--- src/rtl/as_uart.sv ---
// as_uart: serial transceiver on the host link, ahead of the Wishbone command bridge.
// RX turns an asynchronous 8N1 line into one-cycle byte strobes. TX serialises
//   reply bytes and reports back-pressure on as_busy_o. Each direction holds one byte.
// Optional feature macro: AS_UART_PARITY_EN selects 8E1 framing (even parity bit).
// Ports:
//   clk, reset      - system clock; synchronous active-high reset
//   serial_in       - asynchronous RX line, idle high
//   serial_out      - TX line, idle high
//   as_data_o       - last received byte, held until the next one
//   as_dstrb_o      - one-cycle pulse when a new byte lands on as_data_o
//   as_data_i       - byte to transmit, sampled with as_dstrb_i
//   as_dstrb_i      - one-cycle transmit request
//   as_busy_o       - transmitter holds a byte
//   rx_frame_err    - one-cycle pulse: bad stop bit (or bad parity)
//   tx_overrun      - one-cycle pulse: request dropped while busy
module as_uart #(
    parameter int BAUD_DIV = 434
) (
    input  logic       clk,
    input  logic       reset,
    input  logic       serial_in,
    output logic       serial_out,
    output logic [7:0] as_data_o,
    output logic       as_dstrb_o,
    input  logic [7:0] as_data_i,
    input  logic       as_dstrb_i,
    output logic       as_busy_o,
    output logic       rx_frame_err,
    output logic       tx_overrun
);

    localparam logic [15:0] BIT_M1  = 16'(BAUD_DIV - 1);
    localparam logic [15:0] HALF_M1 = 16'(BAUD_DIV / 2 - 1);

    // ---------------- RX ----------------
    typedef enum logic [2:0] {
        RX_IDLE,
        RX_START,
        RX_DATA,
`ifdef AS_UART_PARITY_EN
        RX_PARITY,
`endif
        RX_STOP,
        RX_WAIT_HIGH
    } rx_state_t;

    rx_state_t   rx_state;
    logic        rx_meta;
    logic        rx_sync;
    logic [15:0] rx_cnt;
    logic [2:0]  rx_idx;
    logic [7:0]  rx_shift;
    logic        rx_good;

`ifdef AS_UART_PARITY_EN
    logic rx_par_bad;
    assign rx_good = rx_sync && !rx_par_bad;
`else
    assign rx_good = rx_sync;
`endif

    always_ff @(posedge clk) begin
        if (reset) begin
            rx_meta <= 1'b1;
            rx_sync <= 1'b1;
        end else begin
            rx_meta <= serial_in;
            rx_sync <= rx_meta;
        end
    end

    always_ff @(posedge clk) begin
        if (reset) begin
            rx_state     <= RX_IDLE;
            rx_cnt       <= '0;
            rx_idx       <= '0;
            rx_shift     <= '0;
            as_data_o    <= 8'h00;
            as_dstrb_o   <= 1'b0;
            rx_frame_err <= 1'b0;
`ifdef AS_UART_PARITY_EN
            rx_par_bad   <= 1'b0;
`endif
        end else begin
            as_dstrb_o   <= 1'b0;
            rx_frame_err <= 1'b0;
            unique case (rx_state)
                RX_IDLE: begin
                    if (!rx_sync) begin
                        rx_state <= RX_START;
                        rx_cnt   <= HALF_M1;
                    end
                end
                RX_START: begin
                    if (rx_cnt != 16'd0) begin
                        rx_cnt <= rx_cnt - 16'd1;
                    end else if (!rx_sync) begin
                        rx_state <= RX_DATA;
                        rx_cnt   <= BIT_M1;
                        rx_idx   <= 3'd0;
                    end else begin
                        // start bit vanished by mid-bit: treat as a glitch
                        rx_state <= RX_IDLE;
                    end
                end
                RX_DATA: begin
                    if (rx_cnt != 16'd0) begin
                        rx_cnt <= rx_cnt - 16'd1;
                    end else begin
                        rx_shift <= {rx_sync, rx_shift[7:1]};
                        rx_cnt   <= BIT_M1;
                        rx_idx   <= rx_idx + 3'd1;
                        if (rx_idx == 3'd7) begin
`ifdef AS_UART_PARITY_EN
                            rx_state <= RX_PARITY;
`else
                            rx_state <= RX_STOP;
`endif
                        end
                    end
                end
`ifdef AS_UART_PARITY_EN
                RX_PARITY: begin
                    if (rx_cnt != 16'd0) begin
                        rx_cnt <= rx_cnt - 16'd1;
                    end else begin
                        rx_par_bad <= rx_sync ^ (^rx_shift);
                        rx_cnt     <= BIT_M1;
                        rx_state   <= RX_STOP;
                    end
                end
`endif
                RX_STOP: begin
                    if (rx_cnt != 16'd0) begin
                        rx_cnt <= rx_cnt - 16'd1;
                    end else if (rx_good) begin
                        as_data_o  <= rx_shift;
                        as_dstrb_o <= 1'b1;
                        rx_state   <= RX_IDLE;
                    end else begin
                        rx_frame_err <= 1'b1;
                        // a low stop bit may be a break: wait for the line to recover
                        rx_state <= rx_sync ? RX_IDLE : RX_WAIT_HIGH;
                    end
                end
                RX_WAIT_HIGH: begin
                    if (rx_sync) begin
                        rx_state <= RX_IDLE;
                    end
                end
                default: rx_state <= RX_IDLE;
            endcase
        end
    end

    // ---------------- TX ----------------
    typedef enum logic [2:0] {
        TX_IDLE,
        TX_START,
        TX_DATA,
`ifdef AS_UART_PARITY_EN
        TX_PARITY,
`endif
        TX_STOP
    } tx_state_t;

    tx_state_t   tx_state;
    logic [15:0] tx_cnt;
    logic [2:0]  tx_idx;
    logic [7:0]  tx_shift;
`ifdef AS_UART_PARITY_EN
    logic        tx_par;
`endif

    always_ff @(posedge clk) begin
        if (reset) begin
            tx_state   <= TX_IDLE;
            tx_cnt     <= '0;
            tx_idx     <= '0;
            tx_shift   <= '0;
            serial_out <= 1'b1;
            as_busy_o  <= 1'b0;
            tx_overrun <= 1'b0;
`ifdef AS_UART_PARITY_EN
            tx_par     <= 1'b0;
`endif
        end else begin
            tx_overrun <= as_dstrb_i && (tx_state != TX_IDLE);
            unique case (tx_state)
                TX_IDLE: begin
                    if (as_dstrb_i) begin
                        tx_shift   <= as_data_i;
`ifdef AS_UART_PARITY_EN
                        tx_par     <= ^as_data_i;
`endif
                        tx_state   <= TX_START;
                        tx_cnt     <= BIT_M1;
                        serial_out <= 1'b0;
                        as_busy_o  <= 1'b1;
                    end
                end
                TX_START: begin
                    if (tx_cnt != 16'd0) begin
                        tx_cnt <= tx_cnt - 16'd1;
                    end else begin
                        serial_out <= tx_shift[0];
                        tx_shift   <= tx_shift >> 1;
                        tx_idx     <= 3'd0;
                        tx_cnt     <= BIT_M1;
                        tx_state   <= TX_DATA;
                    end
                end
                TX_DATA: begin
                    if (tx_cnt != 16'd0) begin
                        tx_cnt <= tx_cnt - 16'd1;
                    end else begin
                        tx_cnt <= BIT_M1;
                        if (tx_idx == 3'd7) begin
`ifdef AS_UART_PARITY_EN
                            serial_out <= tx_par;
                            tx_state   <= TX_PARITY;
`else
                            serial_out <= 1'b1;
                            tx_state   <= TX_STOP;
`endif
                        end else begin
                            serial_out <= tx_shift[0];
                            tx_shift   <= tx_shift >> 1;
                            tx_idx     <= tx_idx + 3'd1;
                        end
                    end
                end
`ifdef AS_UART_PARITY_EN
                TX_PARITY: begin
                    if (tx_cnt != 16'd0) begin
                        tx_cnt <= tx_cnt - 16'd1;
                    end else begin
                        serial_out <= 1'b1;
                        tx_cnt     <= BIT_M1;
                        tx_state   <= TX_STOP;
                    end
                end
`endif
                TX_STOP: begin
                    if (tx_cnt != 16'd0) begin
                        tx_cnt <= tx_cnt - 16'd1;
                    end else begin
                        tx_state  <= TX_IDLE;
                        as_busy_o <= 1'b0;
                    end
                end
                default: tx_state <= TX_IDLE;
            endcase
        end
    end

endmodule

--- config.mk ---
export PLATFORM = sky130hd
export DESIGN_NAME = as_uart
export DESIGN_NICKNAME = d
export VERILOG_FILES = /design/src/rtl/as_uart.sv
export SDC_FILE = /design/constraint.sdc
export NUM_CORES = 1
export LEC_CHECK = 0
export ABC_AREA = 1
export ABC_CLOCK_PERIOD_IN_PS = 2000
export CAP_MARGIN = 20
export CORE_MARGIN = 4
export CORE_UTILIZATION = 59
export DETAILED_ROUTE_END_ITERATION = 16
export GPL_TIMING_DRIVEN = 0
export PLACE_DENSITY = 0.86
export SYNTH_ARGS = -nofsm -noshare
export SYNTH_HDL_FRONTEND = slang
export SYNTH_SLANG_ARGS = --single-unit
--- constraint.sdc ---
create_clock -name clk -period 2 [get_ports clk]
set_clock_uncertainty 0.15 [all_clocks]
set_input_delay 0.4 -clock clk [delete_from_list [all_inputs] [get_ports clk]]
set_output_delay 0.4 -clock clk [all_outputs]
set_load 0.1 [all_outputs]
# Word-level counts from Yosys, hierarchy flattened

Index checks and enable logic that the tools add are counted.

Bits in registers: 75
Word-level logic and storage cells: 119
Input port bits: 12

Add/sub/neg operators: 4
Mux-type cells: 47
Reductions and logical operators: 25
Bitwise logic cells: 2
Eq/ne operators: 25

Operators with widths:

| kind                                               | count |
|---|---|
| two-way mux 16 bit                                 | 8 |
| case mux 16 bit (4 select lines)                   | 1 |
| two-way mux 3 bit                                  | 17 |
| case mux 16 bit (3 select lines)                   | 1 |
| two-way mux 8 bit                                  | 4 |
| nonzero test 16 bit                                | 2 |
| subtractor 16 x 1 -> 16 bit, second input constant | 2 |
| != test 2 bit, second input constant               | 15 |
| case mux 8 bit (3 select lines)                    | 1 |
| AND reduction 4 bit                                | 4 |
| case mux 3 bit (5 select lines)                    | 1 |
| == test 3 x 2 -> 1 bit, second input constant      | 4 |
| case mux 3 bit (2 select lines)                    | 2 |
| case mux 3 bit (4 select lines)                    | 1 |
| AND reduction 5 bit                                | 2 |
| == test 3 bit, second input constant               | 3 |
| AND reduction 3 bit                                | 3 |
| nonzero test 3 bit                                 | 3 |
| two-way mux 1 bit                                  | 8 |
| adder 3 x 1 -> 3 bit, second input constant        | 2 |
| == test 3 x 1 -> 1 bit, second input constant      | 2 |
| logical NOT 3 bit                                  | 2 |
| AND reduction 6 bit                                | 1 |
| nonzero test 2 bit                                 | 3 |
| 10 further kinds                                   | 11 |

# Logic depth before layout (Yosys ltp)

Gate-level depths: netlist of the first run.

Depth after elaboration: 4
Mapped depth: 12
Mapped depth without buffers: 12

# Least setup slack after synthesis of the first run

OpenSTA, ideal clock, no wires.

Kind: register -> register
Start: register tx_state[0]
End: register tx_shift[6]
Stages on the path, launching flop included: 10
Buffers on the path: 2
Arrival time: 1,548 ps
Library setup time: 70 ps
Setup slack: 232 ps
Cells stage by stage: dfxtp_1 inv_1 ha_1 buf_2 inv_1 clkbuf_1 nand2_1 o21ai_0 nand4_1 a21oi_1

Longest elaborated chain between the ends: 3
Elaborated cells between the ends (all ways): 10
Those cells by class: 6 x eq/ne; 1 x mux; 3 x reduce/logical

RTL lines:

| item                                                          | RTL line | text |
|---|---|---|
| start, declared                                               | 167      | `tx_state_t tx_state;` |
| start signal, assigned                                        | 177      | `tx_state <= TX_IDLE;` |
| start signal, assigned                                        | 196      | `tx_state <= TX_START;` |
| start signal, assigned                                        | 210      | `tx_state <= TX_DATA;` |
| == test 3 x 2 -> 1 bit, or another cell as far along          | 189      | `unique case (tx_state)` |
| != test 2 bit (no line) or nonzero test 3 bit (tied branches) | n/a      |  |
| AND reduction 5 bit (no line)                                 | n/a      |  |
| end signal, assigned                                          | 192      | `tx_shift <= as_data_i;` |
| end signal, assigned                                          | 207      | `tx_shift <= tx_shift >> 1;` |
| end signal, assigned                                          | 228      | `tx_shift <= tx_shift >> 1;` |
| end, declared                                                 | 170      | `logic [7:0] tx_shift;` |

Several ways; a longest one is shown, not always the timed one.
A chain may end at the register's enable or synchronous reset.

# Worst setup path after layout of the first run

Start: register tx_state[1]
End: register tx_shift[6]

The elaborated chain is that of the path after synthesis.

==> metrics, run 1 <==
async set or reset register ratio after synthesis 0; Gate power share 0.595; vias per inst 5.62; Max Cap Violations 0; Leak Pwr 2.15 nW; total power per unit cell area 1870 nW/um^2; die height 90.7 um; Mapped Nets 622; Final period util 0.964; worst r2r src tx_state[1]; switching part of the total power 0.511; fin nets 659; DR DRC count 0; Overflow after GRT 0; post-synthesis sequential area ratio 0.367; synthesized area per cell 6.73 um^2; Core Region 6490 um^2; Hold Vio Cnt, Final 0; CTS Buf Count 9; Clock Latency Late Sink 0.36 ns; starting density of the core 0.621; area grow syn2layout 15.2%; Critical Path Source Type flip-flop; Wirelength per Cell 13.5 um; Clock Tree Root clkbuf_8; final instance area 4640 um^2; synthesized area 4030 um^2; main flop type after synthesis dfxtp_1; Starting DRT DRC Count 256; NetSw 4.43 mW; initial antenna violation count 0; ranking of synthesized cells by area dfxtp_1 37%, nand2_1 14%, nor2_1 9.3%; Critical Path End tx_shift[6]; Routed Antenna Nets 0; Core Rows 29; Yosys top cell by area dfxtp_1; minimum period implied by the final worst setup slack 1.93 ns; Total GRT Usage 0.237; sequential power share 0.261; placed inst area 4360 um^2; Hold Worst Slack 0.257 ns; I/O Buffers 23; cell count after synthesis 599; GPL Wtd Cong 0.878; Place WS -0.0594 ns; Critical R2R Capture tx_shift[6]; hold buffers post-CTS 0; Vias 4035; Pint 4.24 mW; Ports 25; Ys Warns 0; vias in the first global route 3681; TritonRoute pass-1 iters 5; top-area cell type share of the netlist area 0.367; R2R depth 8; final worst slack 0.0722 ns; Peak VDD IR 0.961 mV; Crit. End Element flip-flop; Die Width 90.7 um; Worst EP required 2.14 ns; final-layout fill cell count 514; H-tree Lvls 3; Num Clock Sinks 74; most common library cell in the layout ignoring fill and taps nand2_1; pin count of the biggest net entering global routing 15; commonest cells after routing, fill and taps aside 140 x nand2_1, 98 x nor2_1, 73 x dfxtp_1, 57 x inv_1; Util after Layout 0.715; Worst Tran Pin Value 0.564 ns; clk buf depth 2; register bit total from synthesis 74; CTS clk-pin slew, worst paths 0.09 ns; EDFF count, synth 0; Final Max Slew Viols 0; share of cells above drive strength 1 0.136; Crit Path Class flip-flop to flip-flop; Synth cell types 37; CP Launch Point tx_state[1]; Reg2Reg Setup Slack 0.07 ns; crit-path max FO 10; status finished, final reports clean; DPL Wire Length 6930 um; first-pass GRT wire length 16200 um; ANT cells 0; Pwr Total 8.67 mW; f_max 519 MHz; slew margin rel. 0.624; DIE AREA 8220 um^2; Clk pwr share 0.144; Hold Path Class flip-flop to flip-flop; final wirelength 9710 um; Final setup viols 0; CTS tree yes; crit path DAT 2.07 ns
power groups by stage:
| stage | logic (mW) | clock network (mW) | registers [mW] |
|---|---|---|---|
| final | 5.15 | 1.25 | 2.26 |
| after global routing | 5.78 | 1.34 | 2.32 |
| after CTS | 5.01 | 1.26 | 2.25 |
| after detailed placement | 4.94 | 0 | 2.27 |
| after global placement | 4.79 | 0 | 2.25 |
| after floorplan | 3.87 | 0 | 2.38 |
registers in the layout (all words and copies together) (netlist names), 2 cells and up:
signal and flops:
rx_cnt 16, tx_cnt 16, as_data_o 8, rx_shift 8, tx_shift 8, rx_idx 3, rx_state 3, tx_idx 3
tx_state 2
cells by family (layout without fill, tap and decap cells):
| group | count (synthesis) | in the layout | synth area share |
|---|---|---|---|
| compound gates | 84 | 84 | 0.113 |
| xor+xnor | 8 | 8 | 0.0174 |
| fa+ha+maj | 11 | 11 | 0.0341 |
| buf+inv | 82 | 124 | 0.0832 |
| flops | 74 | 74 | 0.367 |
| simple gates | 340 | 340 | 0.385 |
layout make-up:
cell class              count  area (um^2)  share of cell area
plain buffers              17         96.3              0.0207
clock buffers              10          138              0.0296
clock inverters             6         73.8              0.0159
inverters                  65          244              0.0525
multi-input cells         443         2240               0.483
flip-flops and latches     74         1480               0.319
well taps                  77         96.3              0.0207
repair buffers             26          269              0.0579
critical path: stages (launching register included):
cell      delay [ns]
dfxtp_1         0.36
inv_1           0.08
ha_1            0.27
buf_2           0.23
inv_2           0.09
clkbuf_4        0.19
o21ai_1         0.19
nand4_1         0.15
a21oi_1         0.15
stage by stage:
step	TNS [ns]	instances
finish	0	718
global route	-0.0700	718
CTS	0	717
detailed placement	-0.383	699
global placement	-0.0516	699
floorplan	0	599
worst min-delay path by stage:
stage | from | cells past startpoint | slack [ns] | end
after global routing | rx_meta | 1 | 0.29 | rx_good
after global placement | rx_meta | 1 | 0.24 | rx_good
after CTS | rx_meta | 1 | 0.26 | rx_good
after detailed placement | rx_meta | 1 | 0.24 | rx_good
final | rx_meta | 1 | 0.26 | rx_good
after floorplan | rx_meta | 1 | 0.24 | rx_good
synthesized netlist by cell type (2+ instances only):
cell / count
a21oi_1: 41
o21ai_1: 15
nand3_2: 2
nand3_1: 40
nand2_4: 2
or2_2: 3
inv_1: 59
nor2_4: 4
nor2_2: 5
nand2_1: 145
o21bai_1: 2
ha_1: 11
nor4_1: 2
inv_2: 6
buf_2: 4
buf_6: 3
o21ai_0: 18
nor3_1: 6
xor2_1: 6
nand3_4: 3
dfxtp_1: 74
nor2_1: 100
clkbuf_1: 9
nand2_2: 5
nand4_1: 20
xnor2_1: 2
a31oi_1: 2
layer usage:
metal  wire length [um]  up-vias  global-route usage
met5                  0        -                   0
met4                206        0              0.0918
met3                529       21              0.0633
met2               4690      140               0.395
met1               4280     1857               0.291
li1                   -     2017                   -
repair_timing:
action	4_1_cts	5_1_grt
pin swaps	1	1
resized for setup	44	13
buffers inserted	2	1
endpoints found under the setup margin	29	53
hold endpoints to repair	0	0
No activity file was read; power rests on OpenSTA's default activity.
==> run 2, diff against run 1 <==
PLACE_DENSITY = not set   (was 0.86)
PLACE_DENSITY_LB_ADDON = 0.3   (was not set)
RECOVER_POWER = 50   (was not set)
==> run 2 against run 1 <==
Effect of this change: via count decreased by 3.1%; worst setup slack improved by 0.062 ns; wire length decreased by 3.5%; global-route usage decreased by 0.68 points; sequential share of layout area about the same; count of clock-buffer cells in the layout decreased by 1; largest cell class unchanged; utilization about the same; fmax increased by 3.3%; non-clock buffer count unchanged; clock power about the same; combinational power about the same; critical endpoint unchanged.
==> metrics, run 2 (synthesis results as in run 1) <==
status finished, final reports clean (unchanged); routing usage on met1 0.277 (was 0.291); Core Rows 29 (unchanged); crit-path max FO 10 (unchanged); Hold Vio Cnt, Final 0 (unchanged); final-layout fill cell count 527 (was 514); initial antenna violation count 0 (unchanged); vias per inst 5.44 (was 5.62); ANT cells 0 (unchanged); Ports 25 (unchanged); DIE AREA 8220 um^2 (unchanged); CTS tree yes (unchanged); starting density of the core 0.621 (unchanged); fin nets 659 (unchanged); share of cells above drive strength 1 0.125 (was 0.136); Final Max Slew Viols 0 (unchanged); final wirelength 9370 um (was 9710 um); Crit. End Element flip-flop (unchanged); Routed Antenna Nets 0 (unchanged); Worst EP required 2.13 ns (was 2.14 ns); Clock Latency Late Sink 0.36 ns (about the same); Vias 3909 (was 4035); slowest stage delay, CP 0.38 ns (was 0.36 ns); commonest cells after routing, fill and taps aside 143 x nand2_1, 99 x nor2_1, 73 x dfxtp_1, 59 x inv_1 (was 140 x nand2_1, 98 x nor2_1, 73 x dfxtp_1, 57 x inv_1); hold buffers post-CTS 0 (unchanged); crit path DAT 2.00 ns (was 2.07 ns); H-tree Lvls 3 (unchanged); crit path buf inv count 4 (unchanged); Hold Worst Slack 0.268 ns (was 0.257 ns); pin count of the biggest net entering global routing 17 (was 15); die height 90.7 um (unchanged); Worst Tran Pin Value 0.559 ns (was 0.564 ns); Crit path top cell by count inv_1; Critical Path Source Type flip-flop (unchanged); Peak VDD IR 0.881 mV (was 0.961 mV); delay-heaviest family, CP buffers and inverters (unchanged); area grow syn2layout 15.1% (was 15.2%); Hold Path Class flip-flop to flip-flop (unchanged); slew margin rel. 0.627 (was 0.624); DPL Wire Length 6810 um (was 6930 um); TritonRoute pass-1 iters 4 (was 5); Clock Tree Root clkbuf_8 (unchanged); Final setup viols 0 (unchanged); CTS Buf Count 9 (unchanged); Crit Path Class flip-flop to flip-flop (unchanged); Regs by FF count rx_cnt x16, tx_cnt x16 (unchanged); Reg2Reg Setup Slack 0.13 ns (was 0.07 ns); Max Cap Violations 0 (unchanged); Leak Pwr 2.15 nW (about the same); Overflow after GRT 0 (unchanged); Place WS -0.0847 ns (was -0.0594 ns); minimum period implied by the final worst setup slack 1.87 ns (was 1.93 ns); total power per unit cell area 1870 nW/um^2 (about the same); vias in the first global route 3709 (was 3681); setup repair after global routing missed its margin false; Num Clock Sinks 74 (unchanged); most common library cell in the layout ignoring fill and taps nand2_1 (unchanged); grt met3 use 0.0508 (was 0.0633); GR peak layer met2 (unchanged); Wirelength per Cell 13.1 um (was 13.5 um); Die Width 90.7 um (unchanged); slowest cell on the critical path dfxtp_1 (unchanged); I/O Buffers 23 (unchanged); crit path cell chain inv_1 -> ha_1 -> buf_4 -> inv_1 -> clkbuf_4 -> o21ai_0 -> nand4_1 -> a21oi_1 (was inv_1 -> ha_1 -> buf_2 -> inv_2 -> clkbuf_4 -> o21ai_1 -> nand4_1 -> a21oi_1); DR DRC count 0 (unchanged); CTS clk-pin slew, worst paths 0.09 ns (about the same); f_max 536 MHz (was 519 MHz); clk buf depth 2 (unchanged); Starting DRT DRC Count 250 (was 256); Final period util 0.933 (was 0.964); Total GRT Usage 0.231 (was 0.237); Core Region 6490 um^2 (unchanged); GPL Wtd Cong 0.933 (was 0.878); first-pass GRT wire length 16000 um (was 16200 um); final worst slack 0.134 ns (was 0.0722 ns); routing usage on met2 0.400 (was 0.395)
[run 2: path summary, 6_finish.rpt]
check              startpoint           to  cells after the start
setup / recovery  tx_state[1]  tx_shift[6]                      8
hold / removal        rx_meta      rx_good                      1
setup reg to reg  tx_state[1]  tx_shift[6]                      8
hold reg to reg       rx_meta      rx_good                      1
[run 2: power breakdown]
group	total [mW]	switching, mW	internal (mW)	leakage, nW
clock	1.28	0.662	0.616	0.111
sequential	2.27	0.384	1.89	0.604
combinational	5.14	3.38	1.76	1.44
[run 2: metal layers]
| metal | routed length, um | share of wire |
|---|---|---|
| met2 | 4560 | 0.49 |
| met5 | 0 | 0 |
| met1 | 4080 | 0.44 |
| met3 | 497 | 0.053 |
| met4 | 231 | 0.025 |
[run 2: final cells by class]
type | instances | area (um^2) | area share
plain buffers | 16 | 87.6 | 0.0189
well taps | 77 | 96.3 | 0.0208
clock inverters | 7 | 90.1 | 0.0194
repair buffers | 27 | 277 | 0.0596
flip-flops and latches | 74 | 1480 | 0.319
clock buffers | 9 | 124 | 0.0267
multi-input cells | 443 | 2240 | 0.483
inverters | 65 | 244 | 0.0526
[run 2: stage by stage]
stage	power (mW)	setup TNS, ns	area, um^2	util	cells
6_report	8.69	0	4640	0.715	718
5_1_grt	9.46	0	4640	0.715	718
4_1_cts	8.52	0	4600	0.708	715
3_5_place_dp	7.20	-0.767	4360	0.671	699
3_3_place_gp	7.05	-0.0230	4360	0.671	699
2_1_floorplan	6.25	0	4030	-	599
[run 2: what timing repair did]
| item | 4_1_cts | 5_1_grt |
|---|---|---|
| buffers inserted | 0 | 4 |
| endpoints found under the setup margin | 35 | 42 |
| pin swaps | 0 | 3 |
| cloned | 0 | 0 |
| gates resized for setup | 44 | 10 |
